--- src/rtl/priority_encoder_scan.sv ---
// priority_encoder_scan
//   Accepts a WIDTH-bit request vector over a valid/ready handshake. It then
//   emits the index of every set bit, one beat per cycle, in priority order.
//   Downstream can apply backpressure on each beat.
//   An all-zero vector produces a single beat flagged with out_zero.
//
// Ports
//   clk, rst_n                  : clock, async active-low reset
//   in_valid/in_ready/in_vec    : request vector handshake
//   out_valid/out_ready         : beat handshake
//   out_idx                     : index of highest-priority pending bit
//   out_last                    : final beat for the held vector
//   out_zero                    : held vector was all zeros
//   busy                        : a vector is held (EMIT state)
module priority_encoder_scan #(
  parameter int WIDTH     = 8,
  parameter int IDX_W     = $clog2(WIDTH),
  parameter bit MSB_FIRST = 1'b0
) (
  input  logic             clk,
  input  logic             rst_n,
  input  logic             in_valid,
  output logic             in_ready,
  input  logic [WIDTH-1:0] in_vec,
  output logic             out_valid,
  input  logic             out_ready,
  output logic [IDX_W-1:0] out_idx,
  output logic             out_last,
  output logic             out_zero,
  output logic             busy
);

  typedef enum logic {IDLE, EMIT} state_e;

  state_e           state_q, state_d;
  logic [WIDTH-1:0] pending_q, pending_d;
  logic             zero_q, zero_d;
  logic [IDX_W-1:0] idx;
  logic             onehot;

  // Priority pick from registered state only. The loop runs from lowest to
  // highest priority so that the last match found wins.
  always_comb begin
    idx = '0;
    if (MSB_FIRST) begin
      for (int i = 0; i < WIDTH; i++)
        if (pending_q[i]) idx = IDX_W'(i);
    end else begin
      for (int i = WIDTH - 1; i >= 0; i--)
        if (pending_q[i]) idx = IDX_W'(i);
    end
  end

  // Exactly one bit set: clearing the lowest set bit leaves nothing behind.
  assign onehot = (pending_q != '0) &&
                  ((pending_q & (pending_q - WIDTH'(1))) == '0);

  assign in_ready  = (state_q == IDLE);
  assign busy      = (state_q == EMIT);
  assign out_valid = (state_q == EMIT);
  assign out_idx   = idx;
  assign out_last  = zero_q | onehot;
  assign out_zero  = zero_q;

  always_comb begin
    state_d   = state_q;
    pending_d = pending_q;
    zero_d    = zero_q;
    case (state_q)
      IDLE: begin
        if (in_valid) begin
          pending_d = in_vec;
          zero_d    = (in_vec == '0);
          state_d   = EMIT;
        end
      end
      EMIT: begin
        if (out_ready) begin
          if (out_last) begin
            pending_d = '0;
            zero_d    = 1'b0;
            state_d   = IDLE;
          end else begin
            pending_d[idx] = 1'b0;
          end
        end
      end
      default: state_d = IDLE;
    endcase
  end

  always_ff @(posedge clk or negedge rst_n) begin
    if (!rst_n) begin
      state_q   <= IDLE;
      pending_q <= '0;
      zero_q    <= 1'b0;
    end else begin
      state_q   <= state_d;
      pending_q <= pending_d;
      zero_q    <= zero_d;
    end
  end

endmodule

--- config.mk ---
export PLATFORM = sky130hd
export DESIGN_NAME = priority_encoder_scan
export DESIGN_NICKNAME = d
export VERILOG_FILES = /design/src/rtl/priority_encoder_scan.sv
export SDC_FILE = /design/constraint.sdc
export NUM_CORES = 1
export LEC_CHECK = 0
export CORE_ASPECT_RATIO = 1.25
export CORE_UTILIZATION = 30
export CTS_BUF_LIST = sky130_fd_sc_hd__clkbuf_8
export DETAILED_ROUTE_END_ITERATION = 8
export MAX_ROUTING_LAYER = met4
export PLACE_DENSITY_LB_ADDON = 0.25
export RECOVER_POWER = 50
export SYNTH_ARGS = -nofsm -noshare
export SYNTH_HDL_FRONTEND = slang
export SYNTH_SLANG_ARGS = --single-unit
--- constraint.sdc ---
create_clock -name clk -period 4.6 [get_ports clk]
set_input_delay 0.92 -clock clk [delete_from_list [all_inputs] [get_ports clk]]
set_output_delay 0.92 -clock clk [all_outputs]
set_load 0.01 [all_outputs]
---- Word-level counts from Yosys, hierarchy flattened ----
Index checks and enable logic that the tools add are counted.
storage, ports and cells
  register bits after elaboration ......... 10
  word-level logic and storage cells ...... 43
  bits of input ports ..................... 12
cells by class
  equal/unequal tests ..................... 3
  magnitude comparators ................... 2
  bitwise logic cells ..................... 5
  mux-type cells .......................... 22
  reduce and logical (&&, ||, !) cells .... 7
  $add $sub $neg .......................... 1
operator list
  cell                                                  number
  two-way mux 3 bit                                     8
  two-way mux 8 bit                                     3
  AND 8 bit                                             2
  logical NOT 8 bit                                     2
  case mux 8 bit (2 select lines)                       1
  NOT 8 bit                                             1
  nonzero test 8 bit                                    1
  subtractor 8 x 1 -> 8 bit (second input constant)     1
  two-way mux 1 bit                                     7
  != test 2 bit (second input constant)                 3
  < comparator 3 x 4 -> 1 bit (second input constant)   1
  case mux 1 bit (2 select lines)                       2
  demux 1 bit (select 3 bit)                            1
  >= comparator 3 x 1 -> 1 bit (second input constant)  1
  AND reduction 3 bit                                   1
  logical AND 1 bit                                     2
  AND reduction 2 bit                                   1
  NOT 1 bit                                             1
  OR 1 bit                                              1

---- Longest topological paths before layout ----
Gate-level depths: netlist of the first run.
  depth after elaboration ................. 17
  depth in mapped cells ................... 5
  mapped depth without buffers ............ 4

---- Least setup slack after synthesis of the first run ----
No wires, ideal clock.
  path type ............................... register to output
  from .................................... register pending_q[3]
  to ...................................... output out_last
  path buffers ............................ 0
  setup slack ............................. 2,362 ps
  cell stages (with the launch flop) ...... 4
  arrival time ............................ 1,318 ps
  path through ............................ dfrtp_1 nor4_4 a41oi_1 a31oi_1
between the ends
  cells in the longest elaborated chain, start to end .. 5
  elaborated cells on any way between the ends .. 6
RTL lines
  item                       line  source
  start: declaration         36    logic [WIDTH-1:0] pending_q, pending_d;
  start signal: assignment   99    pending_q <= pending_d;
  subtractor 8 x 1 -> 8 bit  56    ((pending_q & (pending_q - WIDTH'(1))) == '0);
  AND 8 bit                  56
  logical NOT 8 bit          56
  logical AND 1 bit *        55    assign onehot = (pending_q != '0) &&
  OR 1 bit *                 62    assign out_last = zero_q | onehot;
  end: declaration           28    output logic out_last,
Every way passes the cells marked *; elsewhere a longest branch is shown, timed or not.

---- Worst setup path in the final report of the first run ----
Same ends and word-level chain as after synthesis.

==> results.txt, run 1 <==
The run gives 2.95 mm as the wire length of the first global-routing pass. The cell area power density was 653 nW/um^2. VDD sags by at most 0.355 mV.

The netlist uses 29 different library cells. For the number of antenna diodes, the log shows 0. Walking the worst path, the cells encountered are nor4_4 > o21ai_0 > a31oi_1 > clkdlybuf4s50_1. The worst setup path is launched from a register.

The floorplan step defined a die boundary enclosing 2540 sq um. After detailed routing, the number of vias per cell comes to 5.22. The cell count after synthesis came out at 87.

The met3 wire length was 93 um; the placement row count was 19. The worst register-to-register path begins at pending_q[3]$_DFFE_PN0P_. The tools report the minimum setup slack after placement as 1.80 ns.

The worst path needs 3.14 ns of the cycle, external delays included. The net total in the final layout was 114; the clock latency on the worst-skew pair was 0.24 ns. 20 I/O pins were placed. In the routed design, unresolved DRC markers number 0. The part of the cycle the worst path needs works out to 68.2%. Number of flip-flops and latches in the synthesized netlist: 10. For the final database, setup skew stands at 0.00565 ns. The total global routing overflow was 0; the fraction of layout cells with a size suffix above 1 was 4.95%. The internal portion of the total power is 0.000370 W. Tracing the worst setup path back leads to its startpoint at pending_q[3]$_DFFE_PN0P_. The worst hold-check path type is reg -> reg. Root cell of the clock tree: clkbuf_8. Combinational logic is responsible for 52.5% of the overall power. The run finished with clean final reports. The detailed-routed wire length on met2 came out at 796 um.

Static timing analysis puts the maximum clock frequency at 319 MHz. The tools report the hold violation total from the final report as 0. Along the worst path, the maximum fanout reaches 8. For the number of antenna violations at the first check in global routing, the log shows 0.

Net switching is 40.2% of the power. Measured along the x axis, the die boundary spans 45.3 um. In this run the tool buffered the top-level ports with 19 buffer cells. In this run the static leakage power is 0.370 nW.

After detailed placement, the total cell area comes to 893 sq um. Data on the critical path arrives at its endpoint at 2.22 ns. The logs give 0 ns for the setup total negative slack and 0.861 for the routability-driven placement congestion ratio.

The logs give 2 for the maximum buffer depth of the clock tree and 35.6% for the share of the yosys chip area belonging to registers. The clock drives 10 sinks. The post-CTS clock slew at the launch and capture registers of the worst setup and hold paths is 0.05 ns, and the setup slack after layout is 1.46 ns. In this run, CTS created clock tree buffers numbering 3. The mean instance size in the synthesized netlist was 8.08 sq um. TritonCTS built the clock tree. The via total after detailed routing was 689; the delay of the slowest cell on the worst path was 0.57 ns. The endpoint identified for the worst register-to-register timing path is busy$_DFF_PN0_.

The number of buffers inserted by hold repair at cts was 0. Summed over all nets, the half-perimeter wirelength after detailed placement is 1.29 mm. The CTS H-tree depth is 1.

The floorplan step set the die height to 56.1 um. Setup repair after global routing left no endpoint under its margin. In this run the cell area of the synthesized design comes to 703 sq um. The tools report the endpoint class of the critical path as a primary output. The final setup violation count was 0; the total routing resource utilization after global routing was 16.4%. The region available for standard cell placement spans 2210 sq um. The number of resized instances in the post-cts repair step is 0, and the number of global-route vias before repair is 637. The clock network burns 18.3% of the power. For the pin with the worst max-slew slack, the measured transition is 0.497 ns. The cell with the biggest individual delay on the critical path is clkdlybuf4s50_1.

The routed design has 1.84 mm of wire. The detailed router finished its first iteration with 15 violations. The wire length per cell is 13.9 um. Max-cap violations in this run came to 0. STA puts the critical path data required time at 3.68 ns. The initial core utilization is 31.8%, and the number of post-CTS setup repair buffers is 0. The length in cells of the worst reg-to-reg path works out to 4. Cells fill 42.9% of the core in the end.

For this block, wires on met1 add up to 916 um. The highest metal layer with signal wires is met4. The power spent charging and discharging nets is 0.000249 W, and the register-to-register path setup slack is 2.94 ns.

The detail route stage leaves a number of antenna-violating nets equal to 0. The logs give 0 for the number of warnings issued by yosys and 4 for the number of search-and-repair iterations in the first detailed-routing pass. The tools report the worst slew slack as a fraction of its limit as 66.8%. Entering global routing, the biggest net connects 16 pins.

For the synthesized netlist net count, the log shows 99. The max-slew violation count was 0. The run gives 948 sq um as the cell area after layout. Relative to the synthesized area, the layout overhead comes to 34.9%.

Following the worst setup path forward leads to its endpoint at out_last. Kind of critical path: reg -> out. The share of total power dissipated in sequential elements is 29.1%.
==> synth_stat cells <==
cell,count,area (sq um)
o21ai_0,8,40.0
nand2_1,6,22.5
clkbuf_1,7,26.3
buf_2,1,5.00
dfrtp_1,10,250
o21ai_1,1,5.00
o21bai_1,2,15.0
nor3_1,3,15.0
a22oi_1,1,7.51
a41oi_1,1,8.76
nand3_1,2,10.0
mux2i_1,3,30.0
o31ai_1,2,15.0
a21oi_1,5,25.0
buf_4,1,7.51
inv_1,6,22.5
a311oi_1,1,8.76
nor2b_1,4,25.0
o31a_1,1,8.76
o22ai_1,1,6.26
nor4b_1,3,26.3
a22o_1,2,17.5
nor2_1,5,18.8
a31oi_1,3,18.8
nand2b_1,1,6.26
nor4_1,4,25.0
a21o_1,1,7.51
a211oi_1,1,7.51
nor4_4,1,21.3
==> cell usage in the layout, fill, tap and decap left out, types with 2 or more instances in the layout <==
master,count
nor2_1,5
mux2i_1,3
a22o_1,2
a21oi_1,5
o21ai_0,8
inv_1,6
nor4_1,4
nor4b_1,3
a31oi_1,3
o21bai_1,2
nand3_1,2
dlygate4sd3_1,4
clkdlybuf4s50_1,15
o31ai_1,2
nor3_1,3
nor2b_1,4
clkbuf_8,4
nand2_1,6
dfrtp_1,10
==> layer usage <==
layer,GRT usage [%],vias to the layer above
met5,-,-
met4,7.79,0
met3,3.90,4
met2,22.2,23
met1,22.8,319
li1,-,343
==> power by group through the flow <==
stage / sequential (W) / clock (W) / combinational, W
global placement: 0.000178 / 0 / 0.000326
detailed placement: 0.000179 / 0 / 0.000323
floorplan: 0.000139 / 0 / 0.000237
finish: 0.000181 / 0.000114 / 0.000326
global route: 0.000186 / 0.000118 / 0.000354
CTS: 0.000177 / 0.000116 / 0.000328
==> kinds of logic after synthesis <==
group                  after synthesis  share of synthesized area, %
AO/OA/AOI/OAI                       30                          27.2
multiplexers                         3                          4.27
AND/OR/NAND/NOR                     29                          24.2
buffers and inverters               15                          8.72
flip-flops                          10                          35.6
==> registers in the layout (all words and copies together), names as in the netlist <==
| register | cells |
|---|---|
| pending_q | 8 |
| busy | 1 |
| out_zero | 1 |
==> critical path, delay by kind of cell (launching register included) <==
family,cells,cell delay [ns]
AO/OA/AOI/OAI,2,0.44
buffers and inverters,1,0.57
flip-flops,1,0.45
AND/OR/NAND/NOR,1,0.51
==> metrics by stage <==
stage                     hold WS [ns]  power, W  cells
after floorplan                  0.557  0.000376     87
after global placement           0.623  0.000504    128
after detailed placement         0.617  0.000502    128
after CTS                        0.631  0.000621    132
after global routing             0.666  0.000659    132
final                            0.639  0.000620    132
==> final cells by class <==
type	count	area (sq um)
Fill cell	221	1260
Multi-Input combinational cell	62	392
Sequential cell	10	250
Timing Repair Buffer	19	190
Clock buffer	4	55.1
Tap cell	31	38.8
Inverter	6	22.5
==> how the worst min path moves through the flow <==
stage | cells past startpoint | to | startpoint
2_1_floorplan | 2 | pending_q[7]$_DFFE_PN0P_ | pending_q[7]$_DFFE_PN0P_
3_3_place_gp | 2 | pending_q[7]$_DFFE_PN0P_ | pending_q[7]$_DFFE_PN0P_
3_5_place_dp | 2 | pending_q[7]$_DFFE_PN0P_ | pending_q[7]$_DFFE_PN0P_
4_1_cts | 2 | pending_q[7]$_DFFE_PN0P_ | pending_q[7]$_DFFE_PN0P_
5_1_grt | 2 | pending_q[7]$_DFFE_PN0P_ | pending_q[7]$_DFFE_PN0P_
6_report | 2 | pending_q[7]$_DFFE_PN0P_ | pending_q[7]$_DFFE_PN0P_
Power figures use the tool's default switching activity.
==> inputs of run 2 (changes only) <==
==> constraint.sdc (replaced) <==
create_clock -name clk -period 2.95 [get_ports clk]
set_input_delay 0.59 -clock clk [delete_from_list [all_inputs] [get_ports clk]]
set_output_delay 0.59 -clock clk [all_outputs]
set_load 0.01 [all_outputs]
==> run 2 against run 1 <==
  * Combinational power is 54% higher
  * Non-clock buffer count unchanged
  * Clock skew shrank 0.00057 ns
  * Power up 49%
  * Via count shrank 1.3%
  * Critical path depth is the same
  * Critical path type unchanged
  * Critical endpoint unchanged
  * Largest power group unchanged
==> results.txt, run 2 (same netlist as run 1, synthesis figures left out) <==
The run finished with clean final reports. The endpoint of the worst-slack reg-to-reg timing path is busy$_DFF_PN0_ (unchanged). The fraction of layout cells with a size suffix above 1 was 4.00% (was 4.95%).

Kind of critical path: reg -> out (unchanged). The minimum setup slack after placement is 0.474 ns (was 1.80 ns), and the combined area of the multi-input logic cells is 392 sq um (unchanged). The total area of sequential cells came out at 250 sq um (unchanged). The startpoint of the tightest hold check path is pending_q[6]$_DFFE_PN0P_ (was pending_q[7]$_DFFE_PN0P_).

The clock buffer count from CTS was 3 (unchanged); the number of search-and-repair iterations in the first detailed-routing pass was 4 (unchanged). Length in cells of the worst reg-to-reg path: 4 (unchanged). The final total power came out at 0.000925 W (was 0.000620 W). Die width: 45.3 um (unchanged). The net total in the final layout came out at 114 (unchanged).

The via total after detailed routing was 680 (was 689). The final setup violation count came out at 0 (unchanged). The CTS H-tree depth is 1 (unchanged), and the setup clock skew after layout is 0.00508 ns (was 0.00565 ns).

The met1 wire length is 885 um (was 916 um). The tools report the area after detailed placement as 893 sq um (unchanged). The wire length of the first global-routing pass is 2.93 mm (was 2.95 mm). The highest metal layer with signal wires was met4 (unchanged). For the post-route non-filler standard cell count, the log shows 131 (was 132). The source of the worst register-to-register timing path is pending_q[3]$_DFFE_PN0P_ (unchanged). The post-synthesis to final-layout area growth works out to 32.9% (was 34.9%). The number of flip-flops in the largest register came out at 8 (unchanged).

The total wire length after detailed routing came out at 1.83 mm (was 1.84 mm). Root cell of the clock tree: clkbuf_8 (unchanged). Number of global-route vias before repair: 641 (was 637). The run gives 0 (unchanged) as the number of buffers inserted by hold repair at cts.

The worst hold-check path type is reg -> reg (unchanged). The total instance count after detailed placement was 128 (unchanged); the part of the cycle the worst path needs was 92.8%. The maximum resistive drop on vdd was 0.517 mV (was 0.355 mV); the slew at the pin with the worst max-slew slack was 0.499 ns (was 0.497 ns). The number of antenna violations at the first check in global routing is 0 (unchanged), and the maximum fanout along the worst path is 8 (unchanged). Destination of the worst hold path: pending_q[6]$_DFFE_PN0P_ (was pending_q[7]$_DFFE_PN0P_).

The number of DRC violations after detailed-routing iteration 0 was 22 (was 15); the number of resized instances in the post-cts repair step was 0 (unchanged). The total half-perimeter wirelength after legalization and detailed placement is 1.30 mm (was 1.29 mm), and the max-slew violation count is 0 (unchanged). The register-to-register path setup slack is 1.34 ns (was 2.94 ns).

The post-detailed-route via-to-cell ratio is 5.19 (was 5.22). The final critical path time including I/O delays and setup is 2.74 ns. The run gives 841 um (was 796 um) as the detailed-routed wire length on met2. The logs give 2210 sq um (unchanged) for the area inside the core boundary and 19 (unchanged) for the placement row count. The cell area after layout came out at 935 sq um (was 948 sq um). Top library cells by usage in the layout, fill and taps aside: 16 x clkdlybuf4s50_1, 10 x dfrtp_1, 8 x o21ai_0 (was 15 x clkdlybuf4s50_1, 10 x dfrtp_1, 8 x o21ai_0).

The tools report the setup slack after layout as 0.214 ns (was 1.46 ns). TritonCTS built the clock tree. The run gives 0 (unchanged) as the total global routing overflow. The clock latency on the worst-skew pair is 0.23 ns (was 0.24 ns), and the count of antenna-violating nets left after detailed routing is 0 (unchanged).

The vertical extent of the die came out at 56.1 um (unchanged). The total number of clock tree sinks was 10 (unchanged). The setup total negative slack was 0 ns (unchanged); the reported max-cap violation count was 0 (unchanged). The number of stages on the worst hold path came out at 2 (unchanged). The routability-driven placement congestion ratio was 0.861 (about the same); the maximum number of pins on one net before global-route repair was 16 (unchanged). The arrival time at the worst endpoint is 2.15 ns (was 2.22 ns). The total routing resource utilization after global routing is 16.4% (about the same), and the remaining routing DRC violations is 0 (unchanged).

The number of fillers in the final layout was 212 (was 221); the number of post-CTS setup repair buffers was 0 (unchanged). Hold violation total from the final report: 0 (unchanged). The tools report the endpoint class of the critical path as a primary output (unchanged). The post-CTS clock slew at the launch and capture registers of the worst setup and hold paths was 0.05 ns (about the same). For this run, the top clock speed supported by timing is 365 MHz.

The number of antenna diodes is 0 (unchanged). For the worst slew slack as a fraction of its limit, the log shows 66.7% (was 66.8%). The run gives 20 (unchanged) as the number of top-level design ports. The required time of the critical path is 2.36 ns (was 3.68 ns).

The area enclosed by the die boundary was 2540 sq um (unchanged); the met3 wire length was 84 um (was 93 um). Count of port buffers added during placement: 19 (unchanged). The leading cell type in the layout, fill and taps excluded is clkdlybuf4s50_1 (unchanged). The tools report the type of origin of the critical path as a register (unchanged). The wire length per cell was 14.0 um (was 13.9 um).

The largest register by flop count was pending_q (unchanged). The initial core utilization came out at 31.8% (unchanged). The cell area power density came out at 989 nW/um^2 (was 653 nW/um^2). Setup repair after global routing left no endpoint under its margin. Maximum buffer depth of the clock tree: 2 (unchanged). The leakage component of the power is 0.362 nW (was 0.370 nW).
## run 2: per-layer routing
layer	global-route usage, %	up-vias
met2	22.6	17
met1	22.9	315
met4	7.79	0
li1	-	346
met5	-	-
met3	2.92	2
## run 2: power by group
group          leakage [nW]  switching [W]  total, W  internal, W
clock network        0.0216      0.0000506  0.000140    0.0000891
registers             0.131       0.000103  0.000282     0.000179
logic                 0.209       0.000222  0.000503     0.000281
## run 2: worst max-delay path, cell delays in order (launching register included)
cell	delay, ns
dfrtp_1	0.45
nor4_4	0.49
a41oi_1	0.18
a31oi_1	0.23
clkdlybuf4s50_1	0.57
## run 2: cell type report
type                    count  share of cell area, %
clock buffers               3                   4.42
inverters                   6                   2.41
multi-input cells          62                   41.9
flip-flops and latches     10                   26.8
well taps                  31                   4.15
repair buffers             19                   20.3
## run 2: metrics by stage
step,hold slack [ns],utilization (%)
finish,0.648,42.3
global route,0.663,42.3
CTS,0.640,42.3
detailed placement,0.627,40.4
global placement,0.623,40.4
floorplan,0.294,-
## run 2: worst max-delay path by stage
stage,cells after the start,slack [ns],from,to
after CTS,4,0.21,pending_q[3]$_DFFE_PN0P_,out_last
final,4,0.21,pending_q[3]$_DFFE_PN0P_,out_last
after floorplan,3,1.04,pending_q[3]$_DFFE_PN0P_,out_last
after global routing,4,0.13,pending_q[3]$_DFFE_PN0P_,out_last
after detailed placement,4,0.47,pending_q[3]$_DFFE_PN0P_,out_last
after global placement,4,0.50,pending_q[3]$_DFFE_PN0P_,out_last
==> inputs of run 3 (changes only) <==
--- a/config.mk
+++ b/config.mk
@@ -5,8 +5,10 @@
 export SDC_FILE = /design/constraint.sdc
 export NUM_CORES = 1
 export LEC_CHECK = 0
+export CELL_PAD_IN_SITES_DETAIL_PLACEMENT = 1
+export CELL_PAD_IN_SITES_GLOBAL_PLACEMENT = 2
 export CORE_ASPECT_RATIO = 1.25
-export CORE_UTILIZATION = 30
+export CORE_UTILIZATION = 27
 export CTS_BUF_LIST = sky130_fd_sc_hd__clkbuf_8
 export DETAILED_ROUTE_END_ITERATION = 8
 export MAX_ROUTING_LAYER = met4
==> run 3 against run 2 <==
  * Flip-flop and latch count unchanged
  * Critical path depth up 1
  * Clock-buffer cell count up 1
  * Fmax down 3.1%
  * Wire length up 28%
  * Core utilization down 2.6 points
  * Die area up 11%
  * Global-route usage up 3.4 points
  * Sequential power about the same
  * Clock power up 27%
  * Final cell count up 4.6%
  * Largest cell class unchanged
  * Highest routed layer unchanged
==> results.txt, run 3 (same netlist as run 1, synthesis figures left out) <==
The wire length of the first global-routing pass came out at 3.61 mm (was 2.93 mm). TritonCTS built the clock tree. The worst slew slack as a fraction of its limit is 64.8% (was 66.7%), and the post-route worst hold slack is 0.647 ns (was 0.648 ns).

The maximum fanout along the worst path came out at 8 (unchanged). The post-detailed-route via-to-cell ratio was 5.25 (was 5.19). The run gives 3 (unchanged) as the clock buffer count from CTS. Count of antenna-violating nets left after detailed routing: 0 (unchanged). The initial core utilization came out at 28.7% (was 31.8%). The combinational share of power came out at 55.7% (was 54.4%). Setup repair after global routing left no endpoint under its margin.

The CTS H-tree depth is 1 (unchanged). The maximum frequency from static timing analysis was 354 MHz (was 365 MHz); the final setup violation count was 0 (unchanged). The post-synthesis to final-layout area growth is 38.4% (was 32.9%), and the post-CTS clock slew at the launch and capture registers of the worst setup and hold paths is 0.05 ns (about the same). The number of search-and-repair iterations in the first detailed-routing pass came out at 4 (unchanged). The run gives 711 (was 641) as the number of global-route vias before repair. The run gives 896 sq um (was 893 sq um) as the area after detailed placement.

The tools report the register-to-register path setup slack as 1.26 ns (was 1.34 ns). The tools report the number of antenna diodes as 0 (unchanged). The clock latency on the worst-skew pair is 0.24 ns (was 0.23 ns), and the die width is 47.6 um (was 45.3 um). The design internal power was 0.000617 W (was 0.000549 W); the routability-driven placement congestion ratio was 0.808 (was 0.861).

For the max-slew violation count, the log shows 0 (unchanged). The count of port buffers added during placement was 19 (unchanged). The worst hold-check path type is reg -> reg (unchanged). Combined area of the multi-input logic cells: 392 sq um (unchanged). The number of fillers in the final layout came out at 312 (was 212).

The logs give 973 sq um (was 935 sq um) for the cell area after layout and 2810 sq um (was 2540 sq um) for the area enclosed by the die boundary. The flow ran to the end, and the final reports show no timing, DRC or antenna violations. Switching power as a share of total power: 40.9% (was 40.6%). The share of power burned in the clock network came out at 17.0% (was 15.1%). The arrival time at the worst endpoint was 2.23 ns (was 2.15 ns); the maximum number of pins on one net before global-route repair was 16 (unchanged).

The number of top-level design ports came out at 20 (unchanged). Top library cells by usage in the layout, fill and taps aside: 16 x clkdlybuf4s50_1, 10 x dfrtp_1, 8 x o21ai_0 (unchanged). The post-route non-filler standard cell count is 137 (was 131).

The reported max-cap violation count came out at 0 (unchanged). The root cell of the clock tree is clkbuf_8 (unchanged). The tools report the hold violation total from the final report as 0 (unchanged).

The total area of sequential cells is 250 sq um (unchanged). The net total in the final layout came out at 117 (was 114). The required time of the critical path is 2.36 ns (about the same). CP cell instances: nor4_4 > buf_4 > mux2i_1 > a31oi_1 > clkdlybuf4s50_1 (was nor4_4 > a41oi_1 > a31oi_1 > clkdlybuf4s50_1). The largest register by flop count was pending_q (unchanged). The maximum buffer depth of the clock tree came out at 2 (unchanged).

For the power spent charging and discharging nets, the log shows 0.000427 W (was 0.000376 W). Endpoint class of the critical path: a primary output (unchanged). The vertical extent of the die was 59.1 um (was 56.1 um). The leading cell type in the layout, fill and taps excluded is clkdlybuf4s50_1 (unchanged). The total number of clock tree sinks was 10 (unchanged).

The leakage component of the power is 0.383 nW (was 0.362 nW), and the cell area power density is 1070 nW/um^2 (was 989 nW/um^2). The setup total negative slack came out at 0 ns (unchanged). The logs give 0 (unchanged) for the total global routing overflow and 0.463 mV (was 0.517 mV) for the maximum resistive drop on vdd. Kind of critical path: reg -> out (unchanged). The total wire length after detailed routing is 2.34 mm (was 1.83 mm), and the number of flip-flops in the largest register is 8 (unchanged). The type of origin of the critical path is a register (unchanged). The total instance count after detailed placement was 130 (was 128); the relative contribution of sequential cells to total power was 27.3% (was 30.5%). The part of the cycle the worst path needs works out to 95.8% (was 92.8%). The delay of the slowest cell on the worst path was 0.60 ns (was 0.57 ns). The tools report the total half-perimeter wirelength after legalization and detailed placement as 1.65 mm (was 1.30 mm).

Cell with the biggest individual delay on the critical path: clkdlybuf4s50_1 (unchanged). The slew at the pin with the worst max-slew slack was 0.527 ns (was 0.499 ns); the number of stages on the worst hold path was 2 (unchanged). The run gives 2450 sq um (was 2210 sq um) as the area inside the core boundary. Wire length per cell: 17.0 um (was 14.0 um). The fraction of layout cells with a size suffix above 1 was 7.69% (was 4.00%).

The number of antenna violations at the first check in global routing is 0 (unchanged), and the remaining routing DRC violations is 0 (unchanged). The total routing resource utilization after global routing was 19.9% (was 16.4%); the via total after detailed routing was 719 (was 680). The final critical path time including I/O delays and setup was 2.82 ns (was 2.74 ns); the placement row count was 20 (was 19).

The length in cells of the worst reg-to-reg path is 5 (was 4), and the number of DRC violations after detailed-routing iteration 0 is 26 (was 22). The setup clock skew after layout came out at 0.00123 ns (was 0.00508 ns).
run 3: metal layers:
layer	vias up	routed length [um]	GRT usage [%]
met1	337	1080	24.9
li1	350	-	-
met4	0	76	13.5
met2	26	1060	29.7
met3	6	112	1.22
met5	-	0	-
run 3: power groups by stage:
| stage | logic [W] | clock network (W) | registers (W) |
|---|---|---|---|
| after CTS | 0.000535 | 0.000182 | 0.000285 |
| after detailed placement | 0.000527 | 0 | 0.000287 |
| final | 0.000581 | 0.000178 | 0.000285 |
| after global placement | 0.000525 | 0 | 0.000283 |
| after floorplan | 0.000370 | 0 | 0.000217 |
| after global routing | 0.000637 | 0.000188 | 0.000297 |
run 3: worst paths after layout:
check / startpoint / endpoint
worst max register to register: pending_q[2]$_DFFE_PN0P_ / busy$_DFF_PN0_
worst max-delay path: pending_q[2]$_DFFE_PN0P_ / out_last
min in group asynchronous: rst_n / pending_q[4]$_DFFE_PN0P_
worst min register to register: pending_q[7]$_DFFE_PN0P_ / pending_q[7]$_DFFE_PN0P_
max in group asynchronous: rst_n / out_zero$_DFFE_PN0P_
worst min-delay path: pending_q[7]$_DFFE_PN0P_ / pending_q[7]$_DFFE_PN0P_
run 3: area by class of cell:
| type | count | share of cell area, % |
|---|---|---|
| Timing Repair Buffer | 22 | 21.9 |
| Clock buffer | 4 | 5.66 |
| Inverter | 6 | 2.31 |
| Multi-Input combinational cell | 62 | 40.2 |
| Tap cell | 33 | 4.24 |
| Sequential cell | 10 | 25.7 |
run 3: metrics by stage:
stage	setup slack, ns	power (W)	utilization [%]
after floorplan	1.04	0.000587	-
after global placement	0.484	0.000809	36.5
after detailed placement	0.437	0.000814	36.5
after CTS	0.156	0.00100	38.8
after global routing	0.0132	0.00112	39.7
final	0.125	0.00104	39.7
run 3: critical path, delay by kind of cell, from the launching register on:
family / cells / cell delay (ns)
AO/OA/AOI/OAI: 1 / 0.25
multiplexers: 1 / 0.07
flip-flops: 1 / 0.47
buffers and inverters: 2 / 0.79
AND/OR/NAND/NOR: 1 / 0.42
run 3: what timing repair did:
| action | in CTS | in global routing |
|---|---|---|
| endpoints found under the hold margin | 0 | 0 |
| hold buffers | 0 | 0 |
| setup endpoints to repair | 0 | 1 |
| buffers inserted | 0 | 3 |
| gates resized for setup | 0 | 0 |
